===== config.mk =====
export PLATFORM = sky130hd
export DESIGN_NAME = parallel_serial
export DESIGN_NICKNAME = d
export VERILOG_FILES = /design/src/rtl/parallel_serial.sv
export SDC_FILE = /design/constraint.sdc
export NUM_CORES = 1
export LEC_CHECK = 0
export BUFFER_PORTS_ARGS = -buffer_cell sky130_fd_sc_hd__buf_2
export CELL_PAD_IN_SITES_DETAIL_PLACEMENT = 1
export CELL_PAD_IN_SITES_GLOBAL_PLACEMENT = 1
export CORE_ASPECT_RATIO = 1.5
export CORE_MARGIN = 1
export CORE_UTILIZATION = 43
export CTS_CLUSTER_DIAMETER = 100
export DETAILED_ROUTE_END_ITERATION = 12
export MAX_ROUTING_LAYER = met4
export PLACE_DENSITY_LB_ADDON = 0.1
export RECOVER_POWER = 25
export SYNTH_ARGS = -nofsm -noshare
export SYNTH_HDL_FRONTEND = slang
export SYNTH_SLANG_ARGS = --single-unit

===== constraint.sdc =====
create_clock -name clk -period 2.29 [get_ports clk]
set_input_delay 0.229 -clock clk [delete_from_list [all_inputs] [get_ports clk]]
set_output_delay 0.229 -clock clk [all_outputs]
set_load 0.005 [all_outputs]

===== src/rtl/parallel_serial.sv =====
// Eight-line serial front-end capture: packs NDATA samples into 36-bit FIFO words.
// Define PS_HEADER_WORD_EN to emit a frame header word carrying a frame counter.
module parallel_serial #(
  parameter int NDATA = 10
) (
  input  logic        clk,
  input  logic        rst,
  input  logic        start,
  input  logic        fd0,
  input  logic        fd1,
  input  logic        fd2,
  input  logic        fd3,
  input  logic        fd4,
  input  logic        fd5,
  input  logic        fd6,
  input  logic        fd7,
  input  logic        mode,
  input  logic        fifo_full,
  output logic        fifo_wr_en,
  output logic [35:0] data_out
);

  localparam int CW = $clog2(NDATA + 1);
  localparam logic [CW-1:0] LAST = CW'(NDATA - 1);

  typedef enum logic [1:0] {
    IDLE,
    CAPTURE,
    FLUSH
  } state_t;

  state_t        state_q, state_d;
  logic          mode_q, mode_d;
  logic [CW-1:0] cnt_q, cnt_d;
  logic [4:0]    slot_q, slot_d;
  logic [31:0]   pack_q, pack_d;
  logic [35:0]   pend_q, pend_d;
  logic          pend_vld_q, pend_vld_d;
  logic          ovf_q, ovf_d;
  logic          wr_q, wr_d;
  logic [35:0]   dout_q, dout_d;
`ifdef PS_HEADER_WORD_EN
  logic [15:0]   frame_q, frame_d;
`endif

  logic [7:0]  samp8;
  logic [31:0] placed;
  logic [31:0] word;
  logic        last_smp;
  logic        word_done;
  logic        nw_vld;
  logic [35:0] nw;

  assign samp8 = {fd7, fd6, fd5, fd4, fd3, fd2, fd1, fd0};
  assign last_smp = (cnt_q == LAST);

  // Earliest sample lands in the MSBs; later ones fill downward.
  always_comb begin
    if (mode_q)
      placed = {24'h0, samp8} << {2'd3 - slot_q[1:0], 3'b000};
    else
      placed = {31'h0, fd0} << ~slot_q;
  end

  assign word = pack_q | placed;
  assign word_done = last_smp |
    (mode_q ? (slot_q[1:0] == 2'd3) : (slot_q == 5'd31));

  always_comb begin
    state_d    = state_q;
    mode_d     = mode_q;
    cnt_d      = cnt_q;
    slot_d     = slot_q;
    pack_d     = pack_q;
    pend_d     = pend_q;
    pend_vld_d = pend_vld_q;
    ovf_d      = ovf_q;
    wr_d       = 1'b0;
    dout_d     = dout_q;
    nw_vld     = 1'b0;
    nw         = '0;
`ifdef PS_HEADER_WORD_EN
    frame_d    = frame_q;
`endif

    unique case (state_q)
      IDLE: begin
        if (start) begin
          state_d = CAPTURE;
          mode_d  = mode;
          ovf_d   = 1'b0;
          cnt_d   = '0;
          slot_d  = '0;
          pack_d  = '0;
`ifdef PS_HEADER_WORD_EN
          nw_vld  = 1'b1;
          nw      = {4'hF, 16'h0, frame_q};
`endif
        end
      end
      CAPTURE: begin
        cnt_d = cnt_q + CW'(1);
        if (word_done) begin
          nw_vld = 1'b1;
          nw     = {last_smp, ovf_q, mode_q, 1'b0, word};
          pack_d = '0;
          slot_d = '0;
        end else begin
          pack_d = word;
          slot_d = slot_q + 5'd1;
        end
      end
      FLUSH: begin
      end
      default: state_d = IDLE;
    endcase

    // One-entry skid: pending word always goes out before a new one.
    if (pend_vld_q) begin
      if (!fifo_full) begin
        wr_d       = 1'b1;
        dout_d     = pend_q;
        pend_vld_d = nw_vld;
        if (nw_vld)
          pend_d = nw;
      end else if (nw_vld) begin
        ovf_d = 1'b1;
      end
    end else if (nw_vld) begin
      if (!fifo_full) begin
        wr_d   = 1'b1;
        dout_d = nw;
      end else begin
        pend_vld_d = 1'b1;
        pend_d     = nw;
      end
    end

    if ((state_q == CAPTURE && last_smp) ||
        (state_q == FLUSH && !pend_vld_d)) begin
      state_d = pend_vld_d ? FLUSH : IDLE;
`ifdef PS_HEADER_WORD_EN
      if (!pend_vld_d)
        frame_d = frame_q + 16'd1;
`endif
    end
  end

  always_ff @(posedge clk or negedge rst) begin
    if (!rst) begin
      state_q    <= IDLE;
      mode_q     <= 1'b0;
      cnt_q      <= '0;
      slot_q     <= '0;
      pack_q     <= '0;
      pend_q     <= '0;
      pend_vld_q <= 1'b0;
      ovf_q      <= 1'b0;
      wr_q       <= 1'b0;
      dout_q     <= '0;
`ifdef PS_HEADER_WORD_EN
      frame_q    <= '0;
`endif
    end else begin
      state_q    <= state_d;
      mode_q     <= mode_d;
      cnt_q      <= cnt_d;
      slot_q     <= slot_d;
      pack_q     <= pack_d;
      pend_q     <= pend_d;
      pend_vld_q <= pend_vld_d;
      ovf_q      <= ovf_d;
      wr_q       <= wr_d;
      dout_q     <= dout_d;
`ifdef PS_HEADER_WORD_EN
      frame_q    <= frame_d;
`endif
    end
  end

  assign fifo_wr_en = wr_q;
  assign data_out   = dout_q;

endmodule


==> results summary, run 1 <==
The run finished, with violations left. The checks that failed: capacitance limit, slew limit, setup timing. Dividing the final minimum period by the clock period gives 102.8%. The switching share of power is 32.66%. The layout cell share with drive strength beyond 1 came out at 28.76%. The worst setup path category is reg -> reg. Setup repair after global routing could not meet its margin everywhere.

The final layout contains routed wiring with a total length of 15450 um. Setup violations remaining at the end of the flow were counted as 35. The most common flop cell mapped by yosys is sky130_fd_sc_hd__dfrtp_1.

The share of the Yosys chip area taken by registers is 52.54%. The total core area came out at 12570 um^2. The overall overflow remaining after global route came out at 0. The post-synth design cell area came out at 5573 um^2. The count of flip-flops with a built-in enable after synthesis came out at 0. The part of the total power dissipated in combinational logic came out at about 33%.

The critical path buffer and inverter count is 1. The number of maximum-capacitance violations came out at 1. Yosys attributes the largest share of cell area to sky130_fd_sc_hd__dfrtp_1 (53%), sky130_fd_sc_hd__mux2_4 (8.4%), sky130_fd_sc_hd__o21ai_0 (6.3%), sky130_fd_sc_hd__nand2_1 (4.9%), sky130_fd_sc_hd__a221oi_1 (4.2%). The number of antenna violations at the first check in global routing is 0. The TritonCTS clock tree is done.

Cell internal power was estimated by the tool at 5.878 mW. The floorplan die width is 94.95 um. The post-layout worst setup margin is -0.06300 ns. Detailed placement finished with a half-perimeter wire length of 10060 um.

For the final database, setup skew stands at between 0.008 and 0.009 ns. During I/O placement, the number of pins put on the boundary was 50. The minimum clock period is 2.353 ns. The commonest cells after synthesis are sky130_fd_sc_hd__dfrtp_1 (117), sky130_fd_sc_hd__nand2_1 (73), sky130_fd_sc_hd__o21ai_0 (70), sky130_fd_sc_hd__nor2_1 (40), sky130_fd_sc_hd__a21oi_1 (37). Grouping stages by cell kind, the critical path spends the most delay in multiplexers. The static leakage came out at 3.209 nW. The number of failing hold endpoints at the final stage is 0. The number of synthesized register bits came out at 117. The CTS buffer count is 17.

The most common cell in the synthesized netlist is sky130_fd_sc_hd__dfrtp_1. The maximum number of pins on one net before global-route repair came out at 55. Dividing the detail-routed wire length by the instance count gives 20.31 um.

Traced cell by cell, the critical path runs through ha_2 > and3_4 > ha_4 > mux2_4 > o21ai_4 > mux2_4 > clkbuf_16 > mux2_4. The weighted congestion at the end of routability-driven global placement came out at 0.8031. Port buffering added 48 buffers. The share of synthesized area in the top cell type comes to 52.54%.

The number of slew-limit violations in the final report came to 24. The clock network accounts for 33.6% of the total power. Power spread over the standard cell area amounts to 1263 nW/um^2. Measured against its own limit, the worst slew margin works out to -1.317%. In this run the mean area of a mapped cell was 10.64 um^2. In the routed design, unresolved DRC markers number 0. The via count of the first global-routing pass was 4624. The total vias in the final route came out at 4377. No sink is reached through more buffers than the 2 on the longest clock path. The cell type of the slowest stage on the worst timing path is sky130_fd_sc_hd__mux2_4. The net count of the mapped netlist came out at 545.

The longest individual stage delay on the worst path came out at between 0.4 and 0.5 ns. The layout overhead on the synthesized area is 23.98%. The worst setup path is captured at a flip-flop. Counting stages on the worst path, the most repeated cell is sky130_fd_sc_hd__mux2_4. The clock latency at the later pin of the worst-skew pair came out at 0.41 ns.

The data arrival time of the critical path is 2.64 ns. The first-iteration detailed-routing DRC count is 267. The total power consumption of the routed design is 8.728 mW.

The synthesized instance count came out at 524. Static timing analysis puts the maximum clock frequency at 425.0 MHz. The first-pass GRT wire length came out at between 20000 and 25000 um. Global routing used 25.10% of the available tracks across all layers. The remaining antenna violation count after routing came out at 0.

The worst setup path is launched from a flip-flop. Before antenna repair, the detailed router went through 6 iterations. The row count is 50. The die extent in y came out at 141.4 um. The data required time at the worst endpoint came out at around 2.6 ns.

The number of distinct library cell variants in the gate-level netlist after synthesis came out at 47. The biggest area contributor in the post-synthesis netlist is sky130_fd_sc_hd__dfrtp_1. The proportion of register bits with asynchronous set or reset after synthesis came out at between 90% and 100%. The deepest level of the CTS H-tree is 4. The transition at the pin with the smallest max-transition slack came out at 1.520 ns. IR analysis of the VDD net gives a maximum drop of 0.6070 mV. The part of the total power dissipated in sequential elements is between 30% and 40%.

Yosys printed 0 warnings. The min-delay analysis places its worst path in the category in -> reg. The maximum fanout encountered on the critical timing path is 6. After clock tree synthesis, the clock-pin slew on the worst setup and hold paths is 0.06 ns. The number of antenna diodes in the final layout is 0. Summed over all nets, the switching power comes to 2.850 mW. The initial core utilization is between 40 and 50%. The clock net sink count is 117.

The cell sitting at the root of the clock tree is a sky130_fd_sc_hd__clkbuf_16. The post-detailed-route via-to-cell ratio came out at 5.752. The overall die area is around 13000 um^2. The net count of the finished layout came out at around 610. After routing, the total negative slack on setup checks comes to -1.325 ns.
==> cells in the final DEF, fill, tap and decap left out, types with 4 or more instances in the layout <==
master / instances
sky130_fd_sc_hd__dfrtp_1: 116
sky130_fd_sc_hd__nand2_1: 73
sky130_fd_sc_hd__o21ai_0: 70
sky130_fd_sc_hd__buf_2: 47
sky130_fd_sc_hd__nor2_1: 40
sky130_fd_sc_hd__a21oi_1: 37
sky130_fd_sc_hd__mux2_4: 32
sky130_fd_sc_hd__buf_4: 31
sky130_fd_sc_hd__a221oi_1: 27
sky130_fd_sc_hd__clkbuf_16: 20
sky130_fd_sc_hd__mux2_2: 9
sky130_fd_sc_hd__inv_1: 6
sky130_fd_sc_hd__ha_1: 6
sky130_fd_sc_hd__and3b_1: 5
sky130_fd_sc_hd__a22o_1: 5
sky130_fd_sc_hd__bufinv_16: 5
sky130_fd_sc_hd__buf_12: 5
sky130_fd_sc_hd__nor2b_1: 4
sky130_fd_sc_hd__nor3_1: 4
==> area by class of cell <==
class	count	area (um^2)
fillers	1352	5665
flip-flops and latches	117	2929
multi-input cells	358	2416
repair buffers	91	694.4
clock buffers	19	442.9
clock inverters	13	205.2
well taps	156	195.2
inverters	7	26.28
==> worst register-to-register path: cells and delay by family (launching register included) <==
kind	cells	cell delay, ns
AND/OR/NAND/NOR	1	0.15
multiplexers	3	1.00
AO/OA/AOI/OAI	1	0.15
flip-flops	1	0.40
adder cells (fa/ha/maj)	2	0.34
buffers and inverters	1	0.20
==> logic make-up after synthesis <==
kind of cell,share of synthesized area [%]
compound gates,17.96
simple gates,12.35
flops,52.54
buf+inv,4.760
mux,10.37
fa+ha+maj,1.796
other cells,0.06729
xor+xnor,0.1572
==> routing by layer <==
| metal | vias to the layer above | share of wire, % | global-route usage, % |
|---|---|---|---|
| li1 | 2019 | - | - |
| met1 | 2243 | 43 | 30.96 |
| met2 | 94 | 52 | 40.70 |
| met3 | 21 | 3.1 | 3.912 |
| met4 | 0 | 2.5 | 10.37 |
| met5 | - | 0 | - |
==> power by group through the flow <==
stage	Sequential [mW]	Clock, mW	Combinational, mW
detailed placement	2.94	0	2.80
CTS	2.92	2.99	2.84
floorplan	2.88	0	1.79
global route	2.98	3.07	3.17
finish	2.91	2.94	2.88
global placement	2.91	0	2.70
==> final timing paths <==
check	from	to	slack, ns	depth (start not counted)
worst min register to register	pend_q[20]$_DFFE_PN0P_	pend_q[20]$_DFFE_PN0P_	0.48	2
max in group asynchronous	rst	pend_vld_q$_DFF_PN0_	0.57	2
worst max register to register	slot_q[1]$_DFFE_PN0P_	data_out[14]$_DFFE_PN0P_	-0.06	8
worst max-delay path	slot_q[1]$_DFFE_PN0P_	data_out[14]$_DFFE_PN0P_	-0.06	8
worst min-delay path	mode	mode_q$_DFFE_PN0P_	0.05	2
min in group asynchronous	rst	data_out[29]$_DFFE_PN0P_	0.72	2
==> through the flow <==
step	worst slack (ns)	cells	hold slack, ns	instance area (um^2)	util, %
floorplan	-0.1457	524	-0.06659	5600	-
global placement	0.004469	721	0.1633	6135	48.79
detailed placement	-0.06252	721	0.1693	6135	48.79
CTS	-0.06990	755	0.03432	6808	54.14
global route	-0.1043	761	0.04264	6909	54.95
finish	-0.06300	761	0.04634	6909	54.95
==> state kept, by name, indices dropped and copies added, names as in the netlist <==
signal and cells:
data_out 35, ovf_q 1, fifo_wr_en 1, state_q 2, slot_q 5, cnt_q 4, mode_q 1, pend_vld_q 1
pend_q 35, pack_q 32
==> repair_timing <==
action,4_1_cts,5_1_grt
buffers inserted,1,2
endpoints found under the hold margin,23,0
pin swaps,0,3
gates resized for setup,2,1
cloned,0,4
setup endpoints to repair,32,57
hold buffers,1,0
No activity file was read; power rests on OpenSTA's default activity.
==> inputs of run 2 (changes only) <==
--- a/config.mk
+++ b/config.mk
@@ -5,12 +5,13 @@
 export SDC_FILE = /design/constraint.sdc
 export NUM_CORES = 1
 export LEC_CHECK = 0
+export ABC_AREA = 1
 export BUFFER_PORTS_ARGS = -buffer_cell sky130_fd_sc_hd__buf_2
 export CELL_PAD_IN_SITES_DETAIL_PLACEMENT = 1
 export CELL_PAD_IN_SITES_GLOBAL_PLACEMENT = 1
 export CORE_ASPECT_RATIO = 1.5
 export CORE_MARGIN = 1
-export CORE_UTILIZATION = 43
+export CORE_UTILIZATION = 40
 export CTS_CLUSTER_DIAMETER = 100
 export DETAILED_ROUTE_END_ITERATION = 12
 export MAX_ROUTING_LAYER = met4
==> run 2 against run 1 <==
  * The run now ends clean
  * Largest power group is now combinational cells
  * Highest routed layer unchanged
  * Via count increased by 25%
  * Final area up 5.3%
  * First-iteration DRC count is the same
  * Power up 13%
  * Largest cell class unchanged
==> results summary, run 2 <==
The buffer type at the clock tree root is sky130_fd_sc_hd__clkbuf_16 (unchanged). The maximum buffer depth of the clock tree came to 2 (unchanged). The I/O pin count was 50 (unchanged). The post-synth design cell area is 6053 um^2 (was 5573 um^2). The final cycle utilization of the critical path is 94.55% (was 102.8%).

The transition at the pin with the smallest max-transition slack is 0.8694 ns (was 1.520 ns). The post-route standard cell area excluding fillers came out at 7277 um^2 (was 6909 um^2). The global routing usage summed across all routing layers is 24.18% (was 25.10%). The number of maximum-capacitance violations came out at 0 (was 1). The via count of the first global-routing pass came out at 5704 (was 4624). The maximum operating frequency came out at 461.9 MHz (was 425.0 MHz).

The worst hold-check path type is in -> reg (unchanged). The minimum clock period is 2.165 ns (was 2.353 ns). Most frequent cells in the layout: sky130_fd_sc_hd__nand2_1 (293), sky130_fd_sc_hd__dfrtp_1 (117), sky130_fd_sc_hd__inv_1 (75) (was sky130_fd_sc_hd__dfrtp_1 (116), sky130_fd_sc_hd__nand2_1 (73), sky130_fd_sc_hd__o21ai_0 (70)). Leading cell types by total area after synthesis: sky130_fd_sc_hd__dfrtp_1 (48%), sky130_fd_sc_hd__nand2_1 (18%), sky130_fd_sc_hd__inv_1 (4.7%), sky130_fd_sc_hd__nor2_1 (4.5%), sky130_fd_sc_hd__a21oi_1 (4.4%) (was sky130_fd_sc_hd__dfrtp_1 (53%), sky130_fd_sc_hd__mux2_4 (8.4%), sky130_fd_sc_hd__o21ai_0 (6.3%), sky130_fd_sc_hd__nand2_1 (4.9%), sky130_fd_sc_hd__a221oi_1 (4.2%)). The top cell family by delay on the critical path is simple AND/OR/NAND/NOR gates (was multiplexers).

The worst setup path category is reg -> reg (unchanged). Result of the run: completed (was finished with violations). The post-route clock skew is 0.006901 ns (was 0.008756 ns).

The total vias in the final route is 5473 (was 4377). The final total negative setup slack is 0 ns (was -1.325 ns). The total power consumption of the routed design came out at 9.886 mW (was 8.728 mW). The source of the worst hold timing path is mode (unchanged). The share of synthesized area occupied by flip-flops and latches came out at 48.37% (was 52.54%).

The number of synthesized register bits came out at 117 (unchanged). The CTS buffer count was 17 (unchanged). The synthesized instance count came out at 810 (was 524). The overall die area came out at 15640 um^2 (was 13430 um^2).

The first-iteration detailed-routing DRC count came out at 267 (unchanged). The initial core utilization is 41.29% (was 44.32%). The share of the synthesized area in the top cell type is 48.37% (was 52.54%). The post-detailed-route via-to-cell ratio came to 5.091 (was 5.752).

The deepest level of the CTS H-tree is 4 (unchanged). The number of failing hold endpoints at the final stage is 0 (unchanged). The layout cell share with drive strength beyond 1 is 15.70% (was 28.76%). The register clock-pin slew on the reported worst setup and hold paths came out at 0.05 ns (was 0.06 ns). The number of input and output port buffers inserted is 48 (unchanged). The cell type contributing the most total cell area after synthesis is sky130_fd_sc_hd__dfrtp_1 (unchanged). The power density over cell area is 1358 nW/um^2 (was 1263 nW/um^2). The number of distinct library cell variants in the gate-level netlist after synthesis is 32 (was 47). The half-perimeter wire length of the detailed placement result came out at 11610 um (was 10060 um). The diode insertion count for antenna repair came out at 0 (unchanged). The weighted congestion at the end of routability-driven global placement came out at 0.8514 (was 0.8031).

The data arrival time of the critical path came out at 2.51 ns (was 2.64 ns). The setup violation total in the final timing report came out at 0 (was 35). The critical path buffer and inverter count is 2 (was 1). The startpoint of the most critical setup path is slot_q[0]$_DFFE_PN0P_ (was slot_q[1]$_DFFE_PN0P_).

The proportion of register bits with asynchronous set or reset after synthesis is 100.0% (unchanged). The cell type of the slowest stage on the worst timing path is sky130_fd_sc_hd__dfrtp_1 (was sky130_fd_sc_hd__mux2_4). The number of fill cells came out at 1868 (was 1352). The first-pass GRT wire length is 28260 um (was 24600 um).

The synthesis warning total came out at 0 (unchanged). The most frequent cell on the critical path is sky130_fd_sc_hd__nand2_1 (was sky130_fd_sc_hd__mux2_4). The maximum fanout encountered on the critical timing path is 10 (was 6). The beginning of the worst register-to-register path is slot_q[0]$_DFFE_PN0P_ (was slot_q[1]$_DFFE_PN0P_).

The clock latency at the later pin of the worst-skew pair is 0.41 ns (about the same). The net count of the mapped netlist came out at 831 (was 545). The longest individual stage delay on the worst path came to 0.39 ns (was 0.42 ns). The floorplan die width came to 102.4 um (was 94.95 um). Cells along the critical path: ha_4 > nand2_1 > nor2_1 > ha_1 > inv_1 > nand2_1 > nand2_2 > nand2_4 > nand2_4 > nand2_4 > nand3_4 > clkbuf_16 > nor2_1 > nand2_1 > nand2_1 (was ha_2 > and3_4 > ha_4 > mux2_4 > o21ai_4 > mux2_4 > clkbuf_16 > mux2_4). The number of iterations in the first detailed-routing pass is 4 (was 6).

The data required time at the worst endpoint is 2.64 ns (was 2.58 ns). The total core area is 14660 um^2 (was 12570 um^2). Setup repair after global routing missed its margin: false (was true). The die extent in y is 152.7 um (was 141.4 um).

The layout overhead on the synthesized area came to 20.21% (was 23.98%). Leading cell types by count after synthesis: sky130_fd_sc_hd__nand2_1 (293), sky130_fd_sc_hd__dfrtp_1 (117), sky130_fd_sc_hd__inv_1 (76), sky130_fd_sc_hd__nor2_1 (73), sky130_fd_sc_hd__a21oi_1 (53) (was sky130_fd_sc_hd__dfrtp_1 (117), sky130_fd_sc_hd__nand2_1 (73), sky130_fd_sc_hd__o21ai_0 (70), sky130_fd_sc_hd__nor2_1 (40), sky130_fd_sc_hd__a21oi_1 (37)). The endpoint kind of the worst setup timing path was a flip-flop (unchanged). The detailed-route wire length per cell is 16.41 um (was 20.31 um). The headroom to the max-slew limit came out at 42.04% (was -1.317%). The TritonCTS clock tree was done (unchanged). The static leakage came out at 3.972 nW (was 3.209 nW). The leading cell type in the layout, fill and taps excluded is sky130_fd_sc_hd__nand2_1 (was sky130_fd_sc_hd__dfrtp_1). The most common flop cell mapped by yosys was sky130_fd_sc_hd__dfrtp_1 (unchanged). The net count of the finished layout came out at 889 (was 613). The post-detailed-route DRC marker count came out at 0 (unchanged). The clock net sink count came out at 117 (unchanged).

The remaining antenna violation count after routing is 0 (unchanged). The maximum ir drop on the vdd rail was 0.6199 mV (was 0.6070 mV). The number of antenna violations at the first check in global routing is 0 (unchanged). The count of flip-flops with a built-in enable after synthesis was 0 (unchanged). The number of slew-limit violations in the final report is 0 (was 24). The overall overflow remaining after global route is 0 (unchanged).

The average cell area after synthesis came to 7.473 um^2 (was 10.64 um^2). The type of element launching the critical path is a flip-flop (unchanged). The most common cell in the netlist is sky130_fd_sc_hd__nand2_1 (was sky130_fd_sc_hd__dfrtp_1). The area after detailed placement came out at 6510 um^2 (was 6135 um^2). The maximum number of pins on one net before global-route repair is 63 (was 55).

The row count is 54 (was 50). The total wire length came out at 17640 um (was 15450 um).
## run 2: changes by cell type after synthesis, moves of 7 or more
cell	delta
sky130_fd_sc_hd__nor2_2	+10
sky130_fd_sc_hd__mux2_2	-10
sky130_fd_sc_hd__a221oi_1	-27
sky130_fd_sc_hd__a21oi_1	+16
sky130_fd_sc_hd__clkbuf_1	-16
sky130_fd_sc_hd__o21ai_0	-32
sky130_fd_sc_hd__nand2_1	+220
sky130_fd_sc_hd__nor2_1	+33
sky130_fd_sc_hd__buf_2	+10
sky130_fd_sc_hd__nand3_1	+47
sky130_fd_sc_hd__nand3b_1	+7
sky130_fd_sc_hd__mux2_4	-31
sky130_fd_sc_hd__inv_1	+70
## run 2: where the power goes
group | internal (mW) | total [mW] | switching [mW] | leakage [nW]
registers | 2.68 | 3.00 | 0.318 | 1.57
clock network | 1.71 | 2.65 | 0.936 | 0.284
logic | 1.49 | 4.24 | 2.75 | 2.12
total | 5.88 | 9.89 | 4.01 | 3.97
## run 2: cell type report
| cell class | count | area (um^2) | share of cell area, % |
|---|---|---|---|
| Clock inverter | 11 | 135.1 | 1.857 |
| Clock buffer | 19 | 442.9 | 6.087 |
| Multi-Input combinational cell | 571 | 2610 | 35.87 |
| Sequential cell | 117 | 2928 | 40.23 |
| Timing Repair Buffer | 78 | 600.6 | 8.253 |
| Inverter | 83 | 315.3 | 4.333 |
| Tap cell | 196 | 245.2 | 3.370 |
## run 2: kinds of logic (layout without fill, tap and decap cells)
| logic type | after synthesis | in the layout | synth area share, % |
|---|---|---|---|
| and+or+nand+nor | 445 | 446 | 30.55 |
| other | 1 | 1 | 0.06195 |
| buffers and inverters | 123 | 191 | 9.095 |
| xor gates and xnor gates | 1 | 1 | 0.1447 |
| adders and majority gates | 8 | 8 | 1.654 |
| DFF | 117 | 117 | 48.37 |
| AOI/OAI and AO/OA | 115 | 115 | 10.13 |
## run 2: worst register-to-register path, cell delays in order (launching register included)
cell and delay (ns):
sky130_fd_sc_hd__dfrtp_1 0.39, sky130_fd_sc_hd__ha_4 0.17, sky130_fd_sc_hd__nand2_1 0.08, sky130_fd_sc_hd__nor2_1 0.10, sky130_fd_sc_hd__ha_1 0.15, sky130_fd_sc_hd__inv_1 0.04, sky130_fd_sc_hd__nand2_1 0.07, sky130_fd_sc_hd__nand2_2 0.08
sky130_fd_sc_hd__nand2_4 0.10, sky130_fd_sc_hd__nand2_4 0.10, sky130_fd_sc_hd__nand2_4 0.12, sky130_fd_sc_hd__nand3_4 0.22, sky130_fd_sc_hd__clkbuf_16 0.27, sky130_fd_sc_hd__nor2_1 0.10, sky130_fd_sc_hd__nand2_1 0.06, sky130_fd_sc_hd__nand2_1 0.05
## run 2: final timing paths
| kind | end | slack (ns) | cells after the start |
|---|---|---|---|
| worst max-delay path | data_out[14]$_DFFE_PN0P_ | 0.12 | 15 |
| worst min-delay path | mode_q$_DFFE_PN0P_ | 0.03 | 3 |
| worst max register to register | data_out[14]$_DFFE_PN0P_ | 0.12 | 15 |
| worst min register to register | data_out[26]$_DFFE_PN0P_ | 0.47 | 2 |
| max in group asynchronous | data_out[10]$_DFFE_PN0P_ | 0.42 | 3 |
| min in group asynchronous | data_out[11]$_DFFE_PN0P_ | 0.45 | 2 |
## run 2: per-layer routing
layer	GRT usage, %	wire (um)	vias to the layer above
met5	-	0	-
met4	8.435	365	0
met3	4.220	393	24
met2	40.83	9311	80
met1	28.39	7572	2718
li1	-	-	2651
## run 2: per-stage QoR
step	setup slack, ns	std cells	hold WS [ns]	util [%]
final	0.1249	1075	0.03370	49.63
after global routing	0.009538	1075	0.03807	49.63
after CTS	0.02088	1066	0.01211	48.41
after detailed placement	0.1823	1035	0.2026	44.40
after global placement	0.2382	1035	0.2009	44.40
after floorplan	0.3913	810	-0.06659	-
## run 2: what timing repair did
| item | in CTS | in global routing |
|---|---|---|
| setup endpoints to repair | 0 | 9 |
| resized for setup | 0 | 9 |
| hold endpoints to repair | 30 | 0 |
| hold buffers | 1 | 0 |
| setup buffers | 0 | 4 |
